File: src/rtl/prog_loader_pkg.sv
// prog_loader_pkg -- shared definitions for the program loader.
//   HDR_BYTE_DEF : default frame start byte
//   WORD_W       : instruction word width
//   state_t      : loader FSM state encoding
// Optional feature macro: PROG_LOADER_CHKSUM_EN (adds the CHK state).
package prog_loader_pkg;

  localparam logic [7:0]  HDR_BYTE_DEF = 8'hA5;
  localparam int unsigned WORD_W       = 32;

  typedef enum logic [2:0] {
    ST_IDLE,
    ST_LEN,
    ST_DATA,
    ST_WRITE,
`ifdef PROG_LOADER_CHKSUM_EN
    ST_CHK,
`endif
    ST_DONE,
    ST_ERR
  } state_t;

endpackage

File: src/rtl/byte_packer.sv
// byte_packer -- assembles 32-bit words from 4 bytes, little-endian.
//   clk, rst_n     : clock, async active-low reset
//   i_clr          : restart byte count (new frame)
//   i_valid/i_byte : accepted byte strobe and value
//   o_word         : shift register contents (full word after 4th byte)
//   o_word_valid   : high in the cycle the 4th byte of a word is accepted
module byte_packer
  import prog_loader_pkg::*;
(
  input  logic              clk,
  input  logic              rst_n,
  input  logic              i_clr,
  input  logic              i_valid,
  input  logic [7:0]        i_byte,
  output logic [WORD_W-1:0] o_word,
  output logic              o_word_valid
);

  logic [WORD_W-1:0] r_word;
  logic [1:0]        r_cnt;

  // New bytes enter at the top; after four shifts the first byte sits in [7:0].
  always_ff @(posedge clk or negedge rst_n) begin
    if (!rst_n) begin
      r_word <= '0;
      r_cnt  <= '0;
    end else if (i_clr) begin
      r_cnt  <= '0;
    end else if (i_valid) begin
      r_word <= {i_byte, r_word[WORD_W-1:8]};
      r_cnt  <= r_cnt + 2'd1;
    end
  end

  always_comb begin
    o_word       = r_word;
    o_word_valid = i_valid && !i_clr && (r_cnt == 2'd3);
  end

endmodule

File: src/rtl/prog_loader.sv
// prog_loader -- receives a framed program from a host byte stream and
// writes it into instruction memory while holding the core in reset.
// Frame: HDR_BYTE, N (word count 1..2^ADDR_W), 4*N data bytes LSB first,
// plus one XOR checksum byte when PROG_LOADER_CHKSUM_EN is defined.
//   clk, rst_n          : clock, async active-low reset
//   rx_data/rx_valid    : host byte and its valid flag
//   rx_ready            : byte accepted when rx_valid && rx_ready
//   mem_we/addr/wdata   : one-cycle instruction memory write port
//   core_rst_n          : core reset, released only after a good frame
//   busy/done/err       : frame in progress / loaded / rejected
module prog_loader
  import prog_loader_pkg::*;
#(
  parameter int unsigned ADDR_W   = 6,
  parameter logic [7:0]  HDR_BYTE = HDR_BYTE_DEF
) (
  input  logic              clk,
  input  logic              rst_n,
  input  logic [7:0]        rx_data,
  input  logic              rx_valid,
  output logic              rx_ready,
  output logic              mem_we,
  output logic [ADDR_W-1:0] mem_addr,
  output logic [WORD_W-1:0] mem_wdata,
  output logic              core_rst_n,
  output logic              busy,
  output logic              done,
  output logic              err
);

  localparam int unsigned LEN_W = ADDR_W + 1;
  localparam int unsigned DEPTH = 1 << ADDR_W;

  state_t             r_state;
  state_t             w_next;
  logic [LEN_W-1:0]   r_len;
  logic [LEN_W-1:0]   r_wcnt;
  logic [ADDR_W-1:0]  r_addr;
`ifdef PROG_LOADER_CHKSUM_EN
  logic [7:0]         r_chk;
`endif

  logic               w_accept;
  logic               w_len_bad;
  logic               w_last;
  logic               w_word_valid;
  logic [WORD_W-1:0]  w_word;

  always_comb begin
    w_accept  = rx_valid && rx_ready;
    w_len_bad = (rx_data == 8'd0) || (32'(rx_data) > DEPTH);
    w_last    = (r_wcnt + LEN_W'(1)) == r_len;
  end

  byte_packer u_packer (
    .clk          (clk),
    .rst_n        (rst_n),
    .i_clr        (r_state == ST_LEN),
    .i_valid      (w_accept && (r_state == ST_DATA)),
    .i_byte       (rx_data),
    .o_word       (w_word),
    .o_word_valid (w_word_valid)
  );

  // State register
  always_ff @(posedge clk or negedge rst_n) begin
    if (!rst_n) r_state <= ST_IDLE;
    else        r_state <= w_next;
  end

  // Next-state logic
  always_comb begin
    w_next = r_state;
    case (r_state)
      ST_IDLE, ST_DONE, ST_ERR:
        if (w_accept && (rx_data == HDR_BYTE)) w_next = ST_LEN;
      ST_LEN:
        if (w_accept) w_next = w_len_bad ? ST_ERR : ST_DATA;
      ST_DATA:
        if (w_word_valid) w_next = ST_WRITE;
      ST_WRITE:
`ifdef PROG_LOADER_CHKSUM_EN
        w_next = w_last ? ST_CHK : ST_DATA;
      ST_CHK:
        if (w_accept) w_next = (rx_data == r_chk) ? ST_DONE : ST_ERR;
`else
        w_next = w_last ? ST_DONE : ST_DATA;
`endif
      default:
        w_next = ST_IDLE;
    endcase
  end

  // Outputs decoded from state only
  always_comb begin
    rx_ready   = 1'b1;
    mem_we     = 1'b0;
    core_rst_n = 1'b0;
    busy       = 1'b0;
    done       = 1'b0;
    err        = 1'b0;
    case (r_state)
      ST_LEN, ST_DATA: busy = 1'b1;
      ST_WRITE: begin
        busy     = 1'b1;
        rx_ready = 1'b0;
        mem_we   = 1'b1;
      end
`ifdef PROG_LOADER_CHKSUM_EN
      ST_CHK:   busy = 1'b1;
`endif
      ST_DONE: begin
        done       = 1'b1;
        core_rst_n = 1'b1;
      end
      ST_ERR:   err = 1'b1;
      default: ;
    endcase
  end

  // Frame datapath: length, word count, write address, checksum.
  // The address is not advanced after the final word so a full-depth
  // frame leaves mem_addr at the top entry instead of wrapping.
  always_ff @(posedge clk or negedge rst_n) begin
    if (!rst_n) begin
      r_len  <= '0;
      r_wcnt <= '0;
      r_addr <= '0;
`ifdef PROG_LOADER_CHKSUM_EN
      r_chk  <= '0;
`endif
    end else begin
      case (r_state)
        ST_LEN:
          if (w_accept) begin
            r_len  <= LEN_W'(rx_data);
            r_wcnt <= '0;
            r_addr <= '0;
`ifdef PROG_LOADER_CHKSUM_EN
            r_chk  <= '0;
`endif
          end
`ifdef PROG_LOADER_CHKSUM_EN
        ST_DATA:
          if (w_accept) r_chk <= r_chk ^ rx_data;
`endif
        ST_WRITE: begin
          r_wcnt <= r_wcnt + LEN_W'(1);
          if (!w_last) r_addr <= r_addr + ADDR_W'(1);
        end
        default: ;
      endcase
    end
  end

  always_comb begin
    mem_addr  = r_addr;
    mem_wdata = w_word;
  end

endmodule
File: config.mk
export PLATFORM = sky130hd
export DESIGN_NAME = prog_loader
export DESIGN_NICKNAME = d
export VERILOG_FILES = /design/src/rtl/prog_loader_pkg.sv /design/src/rtl/byte_packer.sv /design/src/rtl/prog_loader.sv
export SDC_FILE = /design/constraint.sdc
export NUM_CORES = 1
export LEC_CHECK = 0
export ABC_AREA = 1
export CORE_MARGIN = 4
export CORE_UTILIZATION = 55
export DETAILED_ROUTE_END_ITERATION = 16
export PLACE_DENSITY = 0.83
export SLEW_MARGIN = 15
export SYNTH_ARGS = -nofsm -noshare
export SYNTH_HDL_FRONTEND = slang
export SYNTH_SLANG_ARGS = --single-unit
File: constraint.sdc
create_clock -name clk -period 3.5 [get_ports clk]
set_input_delay 0.525 -clock clk [delete_from_list [all_inputs] [get_ports clk]]
set_output_delay 0.525 -clock clk [all_outputs]
set_load 0.01 [all_outputs]
==> summary.md, run 1 <==
| Metric | Value |
|---|---|
| Status | complete, no violations |
| Chip width | 78.9 um |
| Worst hold-check path type | in -> async |
| Cell Rows | 25 |
| Largest area contributor in the netlist | dfrtp_1 |
| Routability Congestion | 0.860 |
| Fin crit period | 2.38 ns |
| CP Cell Sequence | inv_2, nand2_4, nor2_8, inv_2, clkdlybuf4s50_1 |
| Max Freq | 421 MHz |
| Post-CTS Setup Repair Bufs | 0 |
| Peak supply drop | 556 uV |
| Tcrit/Tclk final | 67.9% |
| Clock buffer depth | 2 |
| Design Area, Final | 0.00351 mm^2 |
| Switch share | 37.6% |
| H-tree level count | 3 |
| Core Area | 0.00479 mm^2 |
| Final hold viol count | 0 |
| Area delta synth->final | 27.0% |
| Comb pwr share | 43.6% |
| Clock power share | 18.6% |
| Clk_skew | 0.00626 ns |
| Synth Net Count | 345 |
| Resized cells post-CTS | 0 |
| Worst path top cell family by delay | buffers and inverters |
| Post-route DRC | 0 |
| Switch Pwr | 1.12 mW |
| Final wirelength | 5.96 mm |
| Post-synthesis cell type count | 30 |
| CTS tree | built |
| RSZ-0062 raised after global routing | no |
| Slew @ Worst Pin | 0.615 ns |
| Crit start category | flop |
| Ant. Diodes | 0 |
| Vias per inst | 4.94 |
| Tot Pwr | 2.98 mW |
| WL/cell | 13.0 um |
| Crit-path slowest cell | clkdlybuf4s50_1 |
| # IOs | 55 |
| Fin nets | 402 |
| TritonCTS Buffers | 9 |
| Worst Path Required | 2.97 ns |
| Clk_lat worst skew | 0.33 ns |
| Pre-CTS setup slack | 1.18 ns |
| DP HPWL | 4.25 mm |
| Flop and latch count out of synthesis | 57 |
| Synth warn | 0 |
| Root Driver | clkbuf_8 |
| Hold Worst Slack | 0.200 ns |
| Worst path bufs/invs | 3 |
| Top cell by count, worst path | inv_2 |
| R2R setup slack | 1.61 ns |
| Power Density | 849 mW/mm^2 |
| Detailed Route Iter0 Violations | 110 |
| Setup violators final | 0 |
| Average cell area after synthesis | 8.34 um^2 |
| Crit end category | primary output |
| Gr usage total | 21.9% |
| Worst Setup SP | r_state[2] |
| Vias in the first global route | 2316 |
| First-pass GRT wire length | 10.6 mm |
| Post-synth top area share | 51.7% |
| Leakage | 1.69 nW |
| Largest net degree at the start of global routing | 39 |
| CP arrival | 1.85 ns |
| Post-Syn Instances | 331 |
| Relative slew slack | 59.0% |
| Internal power | 1.86 mW |
| Register area share after synthesis | 51.7% |
| Top-count cell post-synth | nand2_1 |
| CP max FO | 11 |
| CP peak stage delay | 0.59 ns |
| Hold_buf cts | 0 |
| Initial antenna violation count | 0 |
| Asr flop ratio synth | 100% |
| Placed Area | 0.00333 mm^2 |
| Slew Viols, Final | 0 |
| Clock transition at path regs | 0.07 ns |
| Max Cap Viol | 0 |
| Share of layout cells above drive strength 1 | 9.44% |
| DR vias | 2268 |
| Initial Utilization | 57.7% |
| IO Port Bufs | 54 |
| Reg-to-reg critical path startpoint | r_state[2] |
| Worst setup margin | 1.12 ns |
| Crit path kind | reg -> out |
| GRT overflow | 0 |
| Area contributors post-synth | dfrtp_1, nand2_1, o21ai_0, inv_1, nand3_1 |
| Drt first pass iters | 4 |
| Synth Cell Area | 0.00276 mm^2 |
| Post-synth top cells | nand2_1, dfrtp_1, inv_1 |
| TritonCTS Sinks | 57 |
| DIE AREA | 0.00622 mm^2 |
| Top_reg_cell synth | dfrtp_1 |
| EDFF count, synth | 0 |
| Total Neg Setup Slack | 0 ns |
| Post-DRT Antenna Nets | 0 |
| Part of the power in registers | 37.8% |
| Die Ht | 78.9 um |
registers in the layout (all words and copies together) (netlist names):
name	count
u_packer.o_word	32
r_len	7
r_wcnt	7
mem_addr	6
r_state	3
u_packer.r_cnt	2
path summary, 6_finish.rpt:
check	to	depth (start not counted)
setup reg to reg	u_packer.r_cnt[0]	9
hold / removal	u_packer.o_word[15]	1
min in group clk	u_packer.o_word[2]	2
setup / recovery	rx_ready	5
hold reg to reg	u_packer.o_word[2]	2
max in group asynchronous	r_wcnt[0]	2
area by class of cell:
class / count / area, um^2
Multi-Input combinational cell: 224 / 1110
Timing Repair Buffer: 56 / 551
Fill cell: 384 / 1280
Inverter: 40 / 153
Clock inverter: 2 / 12.5
Clock buffer: 13 / 169
Sequential cell: 57 / 1430
Tap cell: 67 / 83.8
cell families after synthesis:
kind of cell,share of synthesized area [%]
compound gates,9.33
xor+xnor,0.952
fa+ha+maj,1.36
buf+inv,8.07
flops,51.7
simple gates,28.6
placed cells by master (no fill, tap or decap), types with 2 or more instances in the layout:
master,n
nand2_1,116
dfrtp_1,57
clkdlybuf4s50_1,53
inv_1,33
o21ai_0,29
nand3_1,17
nor2_1,12
clkbuf_8,12
o21ai_1,11
inv_2,6
nor3_1,5
a21oi_1,5
nor2_4,4
o22ai_1,4
nand2_4,3
nand3b_1,3
ha_1,3
nor2_8,2
xor2_1,2
buf_4,2
worst reg2reg max path, delay by kind of cell (launching register included):
kind	cells	cell delay, ns
compound gates	2	0.29
buf+inv	4	0.76
flops	1	0.43
simple gates	3	0.28
per-stage QoR:
| step | utilization [%] | std cells |
|---|---|---|
| floorplan | - | 331 |
| global placement | 69.5 | 444 |
| detailed placement | 69.5 | 444 |
| CTS | 73.3 | 459 |
| global route | 73.3 | 459 |
| finish | 73.3 | 459 |
power groups by stage:
| stage | clock (mW) | combinational [mW] | sequential (mW) |
|---|---|---|---|
| 6_report | 0.554 | 1.30 | 1.13 |
| 3_3_place_gp | 0 | 1.27 | 1.13 |
| 3_5_place_dp | 0 | 1.30 | 1.14 |
| 5_1_grt | 0.599 | 1.43 | 1.17 |
| 4_1_cts | 0.566 | 1.31 | 1.13 |
| 2_1_floorplan | 0 | 0.635 | 1.20 |
routing by layer:
| metal | part of all wire [%] | vias up | track usage, % |
|---|---|---|---|
| li1 | - | 1170 | - |
| met1 | 45 | 1032 | 27.9 |
| met2 | 48 | 55 | 36.0 |
| met3 | 3.9 | 11 | 4.08 |
| met4 | 2.1 | 0 | 10.8 |
| met5 | 0 | - | 0 |
No activity file was read; power rests on OpenSTA's default activity.
==> run 2: changes to the inputs <==
Settings changed: CORE_UTILIZATION 55 to 46, PLACE_DENSITY 0.83 to 0.74.
Clock period 3.5 ns to 1.95 ns, I/O delays scaled along.
==> run 2 against run 1 <==
  * Sequential power rose by 77%
  * Design area grew 3.3%
  * Highest routed layer unchanged
  * Worst setup slack got worse by 0.97 ns
  * Largest cell class unchanged
  * Non-clock buffer count increased by 10
  * Register-to-register slack got worse by 1.4 ns
==> summary.md, run 2 (synthesis results as in run 1) <==
| Metric | Value |
|---|---|
| DIE AREA | 0.00731 mm^2 (+18%) |
| Clk_skew | 0.00405 ns (-0.00221 ns) |
| Finished Layout Cells | 475 (+3.5%) |
| Drt first pass iters | 4 (unchanged) |
| Crit end category | primary output |
| CP max FO | 6 (-5) |
| Part of the power in registers | 36.5% (-1.3 points) |
| Switch Pwr | 2.08 mW (+86%) |
| Tcrit/Tclk final | 91.9% |
| Cell Rows | 27 (+8.0%) |
| Reg-to-reg critical path startpoint | r_wcnt[0] |
| Fin crit period | 1.79 ns |
| Power Density | 1510 mW/mm^2 (+78%) |
| CP arrival | 1.50 ns (-0.35 ns) |
| Final Util | 63.8% (-9.5 points) |
| Worst hold-check path type | in -> async |
| H-tree level count | 3 (unchanged) |
| WL/cell | 12.9 um (-0.29%) |
| Leakage | 1.75 nW (+4.0%) |
| DP HPWL | 4.42 mm (+4.0%) |
| Final hold viol count | 0 (unchanged) |
| Worst Path Required | 1.66 ns (-1.31 ns) |
| Switch share | 37.8% (+0.26 points) |
| TritonCTS Sinks | 57 (unchanged) |
| FF-to-FF path depth | 14 (+5) |
| Initial Utilization | 48.7% (-9.0 points) |
| Root Driver | clkbuf_8 |
| Worst Setup SP | r_state[2] |
| CTS tree | built |
| Vias in the first global route | 2252 (-2.8%) |
| Area delta synth->final | 31.2% |
| Leading cell type in the layout, fill and taps excluded | nand2_1 |
| Crit start category | flop |
| Share of layout cells above drive strength 1 | 12.9% (+3.5 points) |
| Fillers | 481 (+25%) |
| Clock transition at path regs | 0.07 ns (about the same) |
| Slew @ Worst Pin | 0.572 ns (-0.0430 ns) |
| Clk_lat worst skew | 0.33 ns (about the same) |
| Crit path kind | reg -> out |
| Clock power share | 19.7% (+1.1 points) |
| Peak supply drop | 818 uV (+47%) |
| Relative slew slack | 61.8% (+2.8 points) |
| RSZ-0062 raised after global routing | no |
| DR vias | 2339 (+3.1%) |
| TritonCTS Buffers | 9 (unchanged) |
| Slew Viols, Final | 0 (unchanged) |
| Total Neg Setup Slack | 0 ns (unchanged) |
| Detailed Route Iter0 Violations | 159 (+45%) |
| Die Ht | 85.5 um (+8.4%) |
| Vias per inst | 4.92 (-0.34%) |
| Comb pwr share | 43.8% (+0.2 points) |
| Internal power | 3.41 mW (+83%) |
| Chip width | 85.5 um (+8.4%) |
| Routability Congestion | 0.862 (+0.19%) |
| Post-route DRC | 0 (unchanged) |
| Tot Pwr | 5.48 mW (+84%) |
| Max reg flops | 32 (unchanged) |
| First-pass GRT wire length | 10.6 mm (about the same) |
| Post-DRT Antenna Nets | 0 (unchanged) |
| Ant. Diodes | 0 (unchanged) |
| IO Port Bufs | 54 (unchanged) |
| Gr usage total | 18.2% (-3.7 points) |
| Status | complete, no violations |
| Setup violators final | 0 (unchanged) |
| Max Freq | 558 MHz |
| # IOs | 55 (unchanged) |
| Initial antenna violation count | 0 (unchanged) |
| Final wirelength | 6.15 mm (+3.2%) |
| Clock buffer depth | 2 (unchanged) |
| Max Cap Viol | 0 (unchanged) |
| Largest net degree at the start of global routing | 58 (+49%) |
| Dpl cells | 453 (+2.0%) |
| Commonest non-fill, non-tap cells in the layout | nand2_1, dfrtp_1, clkdlybuf4s50_1, inv_1, o21ai_0 |
| Fin nets | 412 (+2.5%) |
| Core Area | 0.00568 mm^2 (+19%) |
| GRT overflow | 0 (unchanged) |
run 2: cell type report:
cell class / count / area (um^2) / share of cell area, %
Sequential cell: 57 / 1430 / 39.4
Multi-Input combinational cell: 224 / 1120 / 31.0
Timing Repair Buffer: 66 / 633 / 17.5
Inverter: 40 / 153 / 4.21
Clock buffer: 9 / 124 / 3.42
Tap cell: 72 / 90.1 / 2.49
Clock inverter: 7 / 71.3 / 1.97
run 2: final timing paths:
path / endpoint / slack, ns
max: rx_ready / 0.16
min: u_packer.o_word[15] / 0.49
max reg2reg: r_state[1] / 0.21
min reg2reg: u_packer.o_word[4] / 0.49
max in group asynchronous: r_state[1] / 1.20
min in group clk: u_packer.o_word[4] / 0.49
run 2: critical path, stage by stage (launching register included):
cell and delay, ns:
dfrtp_1 0.42, inv_2 0.11, nand2_4 0.09, nor2_8 0.15, inv_2 0.09, dlygate4sd2_1 0.29
run 2: per-layer routing:
layer  part of all wire, %  global-route usage, %
met5                     0                      0
met4                   2.0                   8.35
met3                   4.0                   2.72
met2                    48                   29.0
met1                    46                   24.5
run 2: power groups by stage:
| stage | sequential [mW] | clock, mW | combinational, mW |
|---|---|---|---|
| 2_1_floorplan | 2.15 | 0 | 1.14 |
| 4_1_cts | 2.00 | 1.10 | 2.41 |
| 3_3_place_gp | 2.02 | 0 | 2.32 |
| 3_5_place_dp | 2.03 | 0 | 2.37 |
| 5_1_grt | 2.08 | 1.16 | 2.66 |
| 6_report | 2.00 | 1.08 | 2.40 |
run 2: repair_timing:
action / in CTS / in global routing
buffers inserted: 4 / 1
hold endpoints to repair: 57 / 0
hold buffers: 1 / 0
gates resized for setup: 8 / 3
endpoints found under the setup margin: 6 / 4
pin swaps: 2 / 3
run 2: per-stage QoR:
step                area, um^2  worst slack, ns  hold slack [ns]
finish                    3620            0.159            0.489
global route              3620           0.0302            0.521
CTS                       3600            0.145            0.495
detailed placement        3370            0.172            0.317
global placement          3370            0.187            0.315
floorplan                 2760            0.360         -0.00309
